### config.mk
export PLATFORM = sky130hd
export DESIGN_NAME = serial_alu_flat
export DESIGN_NICKNAME = d
export VERILOG_FILES = /design/src/rtl/alu_pkg.sv /design/src/rtl/serial_alu_if.sv /design/src/rtl/alu_digit.sv /design/src/rtl/serial_alu.sv /design/src/flat_wrapper.sv
export SDC_FILE = /design/constraint.sdc
export NUM_CORES = 1
export LEC_CHECK = 0
export ABC_AREA = 1
export CORE_ASPECT_RATIO = 1.2
export CORE_MARGIN = 5
export CORE_UTILIZATION = 54
export CTS_BUF_LIST = sky130_fd_sc_hd__clkbuf_4
export DETAILED_ROUTE_END_ITERATION = 8
export GPL_TIMING_DRIVEN = 0
export PLACE_DENSITY = 0.86
export SLEW_MARGIN = 0
export SYNTH_ARGS = -nofsm -noshare
export SYNTH_HDL_FRONTEND = slang
export SYNTH_SLANG_ARGS = --single-unit
### constraint.sdc
create_clock -name clk -period 2.2 [get_ports clk]
set_clock_uncertainty 0.05 [all_clocks]
set_input_delay 0.55 -clock clk [delete_from_list [all_inputs] [get_ports clk]]
set_output_delay 0.55 -clock clk [all_outputs]
set_load 0.05 [all_outputs]
### src/rtl/alu_pkg.sv
// Shared op-code constants, FSM state type and op-class helpers for the serial ALU.
package alu_pkg;

  localparam logic [2:0] OP_AND  = 3'b000;
  localparam logic [2:0] OP_OR   = 3'b001;
  localparam logic [2:0] OP_ADD  = 3'b010;
  localparam logic [2:0] OP_NAND = 3'b011;
  localparam logic [2:0] OP_NOR  = 3'b100;
  localparam logic [2:0] OP_XOR  = 3'b101;
  localparam logic [2:0] OP_SUB  = 3'b110;
  localparam logic [2:0] OP_SLT  = 3'b111;

  typedef enum logic [1:0] {
    ST_IDLE = 2'd0,
    ST_RUN  = 2'd1,
    ST_DONE = 2'd2
  } state_e;

  function automatic logic is_arith(input logic [2:0] op);
    return (op == OP_ADD) || (op == OP_SUB) || (op == OP_SLT);
  endfunction

  // SUB and SLT both compute A + ~B + 1
  function automatic logic b_invert(input logic [2:0] op);
    return (op == OP_SUB) || (op == OP_SLT);
  endfunction

endpackage

### src/rtl/serial_alu_if.sv
// Request/result bundle of the serial ALU; master issues operations, slave is the ALU.
interface serial_alu_if #(
  parameter int unsigned WIDTH = 32
);

  logic             start;
  logic [WIDTH-1:0] a;
  logic [WIDTH-1:0] b;
  logic [2:0]       op;
  logic             busy;
  logic             done;
  logic [WIDTH-1:0] result;
  logic             carry_out;
  logic             overflow;
  logic             zero;

  modport master (
    output start, a, b, op,
    input  busy, done, result, carry_out, overflow, zero
  );

  modport slave (
    input  start, a, b, op,
    output busy, done, result, carry_out, overflow, zero
  );

endinterface

### src/rtl/alu_digit.sv
// Combinational DIGIT-wide ALU slice: ripple adder plus bitwise logic ops.
module alu_digit
  import alu_pkg::*;
#(
  parameter int unsigned DIGIT = 1
) (
  input  logic [DIGIT-1:0] a,
  input  logic [DIGIT-1:0] b,
  input  logic             binvert,
  input  logic             cin,
  input  logic [2:0]       op,
  output logic [DIGIT-1:0] y,
  output logic             cout,
  output logic             c_msb
);

  logic [DIGIT-1:0] bx;
  logic [DIGIT-1:0] sum;
  logic             c;

  always_comb begin
    bx    = binvert ? ~b : b;
    sum   = '0;
    c     = cin;
    c_msb = cin;
    for (int unsigned i = 0; i < DIGIT; i++) begin
      if (i == DIGIT - 1) c_msb = c;
      sum[i] = a[i] ^ bx[i] ^ c;
      c      = (a[i] & bx[i]) | (c & (a[i] ^ bx[i]));
    end
    cout = c;
  end

  always_comb begin
    y = '0;
    case (op)
      OP_AND:  y = a & b;
      OP_OR:   y = a | b;
      OP_NAND: y = ~(a & b);
      OP_NOR:  y = ~(a | b);
      OP_XOR:  y = a ^ b;
      default: y = sum;
    endcase
  end

endmodule

### src/rtl/serial_alu.sv
// Digit-serial ALU: processes WIDTH/DIGIT slices LSB first, one per cycle, with a
// registered inter-slice carry; final flags and result are published only on completion.
module serial_alu
  import alu_pkg::*;
#(
  parameter int unsigned WIDTH = 32,
  parameter int unsigned DIGIT = 1
) (
  input  logic       clk,
  input  logic       reset,
  serial_alu_if.slave bus
);

  localparam int unsigned N  = WIDTH / DIGIT;
  localparam int unsigned CW = (N > 1) ? $clog2(N) : 1;

  generate
    if ((WIDTH % DIGIT) != 0) begin : g_bad_digit
      $error("serial_alu: WIDTH must be an integer multiple of DIGIT");
    end
  endgenerate

  state_e           state_q, state_d;
  logic [CW-1:0]    cnt_q, cnt_d;
  logic             carry_q, carry_d;
  logic [WIDTH-1:0] a_q, a_d;
  logic [WIDTH-1:0] b_q, b_d;
  logic [2:0]       op_q, op_d;
  logic [WIDTH-1:0] acc_q, acc_d;
  logic [WIDTH-1:0] result_q, result_d;
  logic             cout_q, cout_d;
  logic             ovf_q, ovf_d;
  logic             zero_q, zero_d;

  logic [DIGIT-1:0] s_y;
  logic             s_cout;
  logic             s_cmsb;

  alu_digit #(
    .DIGIT(DIGIT)
  ) u_digit (
    .a      (a_q[DIGIT-1:0]),
    .b      (b_q[DIGIT-1:0]),
    .binvert(b_invert(op_q)),
    .cin    (carry_q),
    .op     (op_q),
    .y      (s_y),
    .cout   (s_cout),
    .c_msb  (s_cmsb)
  );

  logic [WIDTH-1:0] acc_next;
  logic [WIDTH-1:0] res_fin;
  logic             arith;
  logic             slice_ovf;
  logic             last;

  always_comb begin
    // New slice enters at the top; after N shifts slice 0 sits at bit 0.
    acc_next  = WIDTH'({s_y, acc_q} >> DIGIT);
    arith     = is_arith(op_q);
    slice_ovf = s_cmsb ^ s_cout;
    last      = (cnt_q == CW'(N - 1));
    res_fin   = acc_next;
    if (op_q == OP_SLT) res_fin = {{(WIDTH-1){1'b0}}, acc_next[WIDTH-1] ^ slice_ovf};
  end

  always_comb begin
    state_d  = state_q;
    cnt_d    = cnt_q;
    carry_d  = carry_q;
    a_d      = a_q;
    b_d      = b_q;
    op_d     = op_q;
    acc_d    = acc_q;
    result_d = result_q;
    cout_d   = cout_q;
    ovf_d    = ovf_q;
    zero_d   = zero_q;

    case (state_q)
      ST_IDLE, ST_DONE: begin
        state_d = ST_IDLE;
        if (bus.start) begin
          state_d = ST_RUN;
          a_d     = bus.a;
          b_d     = bus.b;
          op_d    = bus.op;
          carry_d = b_invert(bus.op);
          cnt_d   = '0;
          acc_d   = '0;
        end
      end
      ST_RUN: begin
        a_d     = a_q >> DIGIT;
        b_d     = b_q >> DIGIT;
        carry_d = s_cout;
        acc_d   = acc_next;
        cnt_d   = cnt_q + 1'b1;
        if (last) begin
          state_d  = ST_DONE;
          cnt_d    = '0;
          result_d = res_fin;
          cout_d   = arith & s_cout;
          ovf_d    = arith & slice_ovf;
          zero_d   = (res_fin == '0);
        end
      end
      default: state_d = ST_IDLE;
    endcase
  end

  always_ff @(posedge clk) begin
    if (reset) begin
      state_q  <= ST_IDLE;
      cnt_q    <= '0;
      carry_q  <= 1'b0;
      a_q      <= '0;
      b_q      <= '0;
      op_q     <= '0;
      acc_q    <= '0;
      result_q <= '0;
      cout_q   <= 1'b0;
      ovf_q    <= 1'b0;
      zero_q   <= 1'b0;
    end else begin
      state_q  <= state_d;
      cnt_q    <= cnt_d;
      carry_q  <= carry_d;
      a_q      <= a_d;
      b_q      <= b_d;
      op_q     <= op_d;
      acc_q    <= acc_d;
      result_q <= result_d;
      cout_q   <= cout_d;
      ovf_q    <= ovf_d;
      zero_q   <= zero_d;
    end
  end

  assign bus.busy      = (state_q == ST_RUN);
  assign bus.done      = (state_q == ST_DONE);
  assign bus.result    = result_q;
  assign bus.carry_out = cout_q;
  assign bus.overflow  = ovf_q;
  assign bus.zero      = zero_q;

endmodule

### src/flat_wrapper.sv
// flat-port wrapper written by rule: the top's interface ports become plain ports
module serial_alu_flat import alu_pkg::*;
#(
  parameter int unsigned WIDTH = 32,
  parameter int unsigned DIGIT = 1
)
  (clk, reset, bus_start, bus_a, bus_b, bus_op, bus_busy, bus_done, bus_result, bus_carry_out, bus_overflow, bus_zero);
  serial_alu_if #(.WIDTH(WIDTH)) bus_i ();
  input  logic clk;
  input  logic reset;
  input wire logic [$bits(bus_i.start)-1:0] bus_start;
  input wire logic [$bits(bus_i.a)-1:0] bus_a;
  input wire logic [$bits(bus_i.b)-1:0] bus_b;
  input wire logic [$bits(bus_i.op)-1:0] bus_op;
  output wire logic [$bits(bus_i.busy)-1:0] bus_busy;
  output wire logic [$bits(bus_i.done)-1:0] bus_done;
  output wire logic [$bits(bus_i.result)-1:0] bus_result;
  output wire logic [$bits(bus_i.carry_out)-1:0] bus_carry_out;
  output wire logic [$bits(bus_i.overflow)-1:0] bus_overflow;
  output wire logic [$bits(bus_i.zero)-1:0] bus_zero;
  assign bus_i.start = bus_start;
  assign bus_i.a = bus_a;
  assign bus_i.b = bus_b;
  assign bus_i.op = bus_op;
  assign bus_busy = bus_i.busy;
  assign bus_done = bus_i.done;
  assign bus_result = bus_i.result;
  assign bus_carry_out = bus_i.carry_out;
  assign bus_overflow = bus_i.overflow;
  assign bus_zero = bus_i.zero;
  serial_alu #(.WIDTH(WIDTH), .DIGIT(DIGIT)) u_core (.clk(clk), .reset(reset), .bus(bus_i));
endmodule
### After elaboration in Yosys (flattened, before gate mapping)

Cells that the tools add are included.

| cells by class | value |
|---|---|
| multiplexer cells | 17 |
| add/sub/neg operators | 1 |
| equal/unequal tests | 14 |
| reductions and logical operators | 12 |
| bitwise gates (word level) | 15 |

Operator list:

| cell | count |
|---|---|
| $pmux 32 s2 | 3 |
| $mux 32 | 4 |
| $logic_not 32->1 | 1 |
| $eq 3x3->1 const B | 6 |
| $mux 5 | 2 |
| $pmux 5 s2 | 1 |
| $eq 3x2->1 const B | 2 |
| $reduce_and 2->1 | 3 |
| $add 5x1->5 const B | 1 |
| $and 1x1->1 | 5 |
| $eq 5x5->1 const B | 1 |
| $pmux 1 s5 | 1 |
| $xor 1x1->1 | 5 |
| $logic_or 1x1->1 | 4 |
| $pmux 2 s2 | 1 |
| $eq 3x1->1 const B | 1 |
| $logic_not 3->1 | 1 |
| $mux 1 | 3 |
| $not 1->1 | 3 |
| $eq 2x1->1 const B | 1 |
| $eq 2x2->1 const B | 1 |
| $logic_not 2->1 | 1 |
| $mux 2 | 1 |
| $ne 2x1->1 const B | 1 |
| 5 further kinds | 6 |

| storage, ports and cells | value |
|---|---|
| register bits after elaboration | 142 |
| output and inout bits | 37 |
| word-level logic and storage cells | 70 |

### Depth between registers and ports, before layout

| logic depth | value |
|---|---|
| word-level depth | 10 |
| gate-level depth with buffers | 14 |
| gate-level depth less buffers | 14 |

### Hierarchy

Synthesis repeated with hierarchy kept, for this count alone.

| unflattened totals | value |
|---|---|
| cell total of the unflattened synthesis | 653 |
| area, all modules | 5666.7 um2 |

Modules (own cells, without submodules):

| module | area each (um2) | cells an instance | times used | sequential area each (um2) |
|---|---|---|---|---|
| serial_alu | 5509.0 | 623 | 1 | 2822.7 |
| alu_digit | 157.7 | 30 | 1 | 0.0 |

### Least setup slack after synthesis

No wires, ideal clock.

| timing path | value |
|---|---|
| path type | reg2reg |
| start point | register u_core.op_q[1] |
| end point | register u_core.result_q[0], in the netlist u_core.bus.result[0] |
| data required time | 2.037 ns |
| setup time | 0.113 ns |
| buffers on the path | 0 |
| path slack | 0.387 ns |
| arrival | 1.650 ns |
| cell stages (with the launch flop) | 13 |
| cells stage by stage | dfxtp_1 > nand2_1 > xor2_1 > fa_1 > nand3_1 > nand2_1 > inv_1 > nand2_1 > nand2_1 > nand2_1 > nand2_1 > nand3_1 > nand2_1 |

| on the way | value |
|---|---|
| longest elaborated chain between the ends | 9 |
| elaborated cells on any way between the ends | 18 |
| classes of those cells | eq/ne: 6; mux: 3; bitwise: 7; reduce/logical: 2 |

RTL lines:

| what | RTL line | source |
|---|---|---|
| start, declared | serial_alu.sv:28 | `logic [2:0] op_q, op_d;` |
| start signal, assigned | serial_alu.sv:132 | `op_q <= op_d;` |
| $eq 3x3->1 (on tied branches) | alu_pkg.sv:25, serial_alu.sv:65 |  |
| $logic_or 1x1->1 | alu_pkg.sv:25 | `return (op == OP_SUB) \|\| (op == OP_SLT);` |
| $mux 1 | alu_digit.sv:22 | `bx = binvert ? ~b : b;` |
| $xor 1x1->1 | alu_digit.sv:28, alu_digit.sv:29 |  |
| $and 1x1->1 | alu_digit.sv:29 | `c = (a[i] & bx[i]) \| (c & (a[i] ^ bx[i]));` |
| $or 1x1->1 | alu_digit.sv:29 |  |
| $xor 1x1->1 | serial_alu.sv:62 | `slice_ovf = s_cmsb ^ s_cout;` |
| $xor 1x1->1 | serial_alu.sv:65 | `if (op_q == OP_SLT) res_fin = {{(WIDTH-1){1'b0}}, acc_next[WIDTH-1] ^ slice_ovf};` |
| $mux 32 * | serial_alu.sv:65 |  |
| end signal, assigned | serial_alu.sv:134 | `result_q <= result_d;` |
| end, declared | serial_alu.sv:30 | `logic [WIDTH-1:0] result_q, result_d;` |

Every way passes the cells marked *; elsewhere a longest branch is shown, timed or not.
A chain may end at the register's enable or synchronous reset.

### Worst setup path after layout

| timing path | value |
|---|---|
| start point | register u_core.state_q[1] |
| end point | output bus_busy |

| on the way | value |
|---|---|
| longest elaborated chain between the ends | 1 |

RTL lines:

| what | RTL line | source |
|---|---|---|
| start, declared | serial_alu.sv:23 | `state_e state_q, state_d;` |
| start signal, assigned | serial_alu.sv:127 | `state_q <= state_d;` |
| $eq 2x1->1 | serial_alu.sv:141 | `assign bus.busy = (state_q == ST_RUN);` |
| end, declared | flat_wrapper.sv:15 | `output wire logic [$bits(bus_i.busy)-1:0] bus_busy;` |

No other way between the ends.

==> impl_metrics.csv <==
group,metric,value,unit
outcome,status,"completed",
critical_path,cp.depth,5,
finish,fin_util,0.711,
finish,n_antenna_cell,0,
critical_path,critPathCaptureType,"output pin",
pwr,power.internal,0.00426,W
detailed_routing,dr.pass1.iters,5,
yosys,avgSynthCellArea,8.47,sq um
global_route,grt_overflow,0,
critical_path,critPathMostFrequentCell,"buf_6",
clock_network,clockRootBuffer,"clkbuf_4",
yosys,synth_top_area_frac,0.508,
critical_path,r2r_cells,11,
floorplanning,die_area,0.0124,sq mm
pwr,power_frac_seq,0.495,
detailed_routing,routed_wl,13800,microns
job,drv_cap,0,
clock_network,clock_latency,520,ps
min_path,whs_path_depth,2,
timing,timing.final.crit_period,2130,ps
critical_path,slowest_stage,"dfxtp_1",
yosys,syn_area,0.00556,sq mm
min_path,hold_path_class,"register to register",
yosys,ys_seq_area_frac,0.508,
timing,max_freq,0.469,GHz
placement,numPortBuffers,106,
clock_network,cts_tree,"done",
timing,slew_violations,0,
pwr,leakage,2.85,nW
yosys,netlist_top_cells_count,"141 x dfxtp_1, 108 x nand2_1, 70 x nor2_1",
placement,dp_cells,888,
timing,fin_tns_setup,0,ps
pwr,p_sw_frac,0.241,
global_route,grt_pass1_vias,5107,
detailed_routing,detail_route.iter0.violations,343,
clock_network,clk_path_buf_depth,2,
finish,layout.nets,855,
yosys,ys.flop_type,"dfxtp_1",
clock_network,path_clk_slew,120,ps
floorplanning,start_util,0.553,
clock_network,clock_sinks,141,
detailed_routing,final_antenna_net_count,0,
timing,final_hold_viol_count,0,
global_route,track_usage,0.225,
yosys,synthArstFlopShare,0,
global_route,grt_pass1_wl,22600,microns
yosys,synth_cell_type_count,30,
global_route,antenna_found_initial,0,
yosys,ys_top_cells_by_area,"dfxtp_1 51%, o221ai_1 9.5%, nand2_1 7.3%",
critical_path,path_max_fanout,13,
yosys,synth_top_area_cell,"dfxtp_1",
pwr,irDropWorstVdd,0.000420,V
yosys,yosysMostFrequentCell,"dfxtp_1",
critical_path,cp.buffers_inverters,4,
floorplanning,core,0.0101,sq mm
timing,period_share,0.970,
floorplanning,die_y,121,microns
clock_network,htree_num_levels,4,
timing,whs,414,ps
yosys,ys_ff_latch,141,
floorplanning,rows,40,
placement,place.gp.congestion,0.859,
clock_network,cts_hold_buf,0,
detailed_routing,wl_per_cell,15.0,microns
timing,rsz0062_at_grt,"true",
timing,setup_viol,0,
clock_network,post_cts_buffers,0,
floorplanning,die_w,103,microns
critical_path,cp_cell_sequence,"inv_1 > nand2_1 > buf_6 > inv_12 > buf_6",
critical_path,critPathKind,"register to output pin",
pwr,p_per_area,784,mW/mm^2
clock_network,cts_buffers,17,
placement,dp_hpwl,10200,microns
finish,area_delta_synth_final,28.7,%
timing,tightestPinTransition,531,ps
critical_path,required,1600,ps
critical_path,critPathArrivalTime,1530,ps
floorplanning,pin_count,107,
pwr,combPwrFrac,0.119,
yosys,yosysWarningCount,0,
detailed_routing,viasPerCell,5.71,
pwr,p_total,0.00561,W
detailed_routing,vias,5251,
yosys,syn_nets,731,
pwr,switchingPower,0.00135,W
critical_path,ff2ff_setup_slack,160,ps
timing,relSlewSlack,0.648,
yosys,syn_inst,656,
critical_path,slowest_delay,320,ps
critical_path,critPathLaunchType,"register",
critical_path,critPathTopFamily,"buffers and inverters",
finish,drive_gt1_frac,0.0832,
global_route,grt_max_degree,26,
detailed_routing,drc_errors,0,
finish,final_cells,919,
pwr,clkPwrFrac,0.385,
yosys,synth_enable_flop_cells,0,
## area by class of cell
| class | count | area, sq um |
|---|---|---|
| clock inverter | 12 | 241 |
| buffer | 53 | 236 |
| fill | 780 | 2910 |
| clock buffer | 20 | 150 |
| multi-input combinational | 429 | 2390 |
| tap | 126 | 158 |
| inverter | 31 | 129 |
| timing repair buffer | 106 | 1020 |
| sequential | 141 | 2820 |
| timing repair inverter | 1 | 8.76 |
## logic make-up after synthesis
family | share of synthesized area
simple gates | 0.200
compound gates | 0.212
fa+ha+maj | 0.0126
xor+xnor | 0.00315
flops | 0.508
buf+inv | 0.0648
## worst reg2reg max path, delay by kind of cell, from the launching register on
family	cells	cell delay [ps]
fa+ha+maj	1	510
flops	1	460
simple gates	7	460
xor+xnor	2	420
buf+inv	1	60
## power by group through the flow
| stage | Combinational (W) | Clock, W | Sequential, W |
|---|---|---|---|
| floorplan | 0.000414 | 0 | 0.00281 |
| global placement | 0.000629 | 0 | 0.00282 |
| detailed placement | 0.000657 | 0 | 0.00283 |
| CTS | 0.000661 | 0.00218 | 0.00277 |
| global route | 0.000746 | 0.00230 | 0.00279 |
| finish | 0.000668 | 0.00216 | 0.00278 |
## flip-flops by register name, indices dropped and copies added (netlist names)
| signal | count |
|---|---|
| u_core.state_q | 2 |
| u_core.bus.zero | 1 |
| u_core.cnt_q | 5 |
| u_core.carry_q | 1 |
| u_core.op_q | 3 |
| u_core.bus.carry_out | 1 |
| u_core.a_q | 32 |
| u_core.acc_q | 31 |
| u_core.b_q | 32 |
| u_core.bus.overflow | 1 |
| u_core.bus.result | 32 |
## worst paths after layout
check	end	from
worst max-delay path	bus_busy	u_core.state_q[1]
worst max register to register	u_core.bus.zero	u_core.op_q[1]
worst min-delay path	u_core.bus.zero	u_core.bus.zero
worst min register to register	u_core.bus.zero	u_core.bus.zero
## through the flow
step           setup WS (ps)  cell area [sq um]
2_1_floorplan            387               5560
3_3_place_gp            -431               6780
3_5_place_dp            -421               6780
4_1_cts                 11.4               7130
5_1_grt                -26.6               7150
6_report                65.9               7150
## metal layers
| layer | GRT usage | routed length (microns) | vias to the layer above |
|---|---|---|---|
| met5 | 0 | 0 | - |
| li1 | - | - | 2588 |
| met2 | 0.389 | 6990 | 176 |
| met1 | 0.263 | 5670 | 2458 |
| met4 | 0.0755 | 249 | 0 |
| met3 | 0.0638 | 855 | 29 |
## placed cells by master (no fill, tap or decap), types with 7 or more instances in the layout
cell               n
a21oi_1           46
nand2_1          108
o21ai_0           18
clkbuf_4          20
inv_1             27
a32o_1            27
o221ai_1          60
bufinv_16          7
clkbuf_1          29
nor3_1            66
clkdlybuf4s50_1   69
dlygate4sd2_1     35
nand3_1            9
buf_2             17
dfxtp_1          141
nor2_1            69
## repair_timing
action                                 4_1_cts  5_1_grt
gates cloned                                 0        1
resized for setup                           50        6
endpoints found under the hold margin        0        0
setup endpoints to repair                   37        2
No activity file was read; power rests on OpenSTA's default activity.
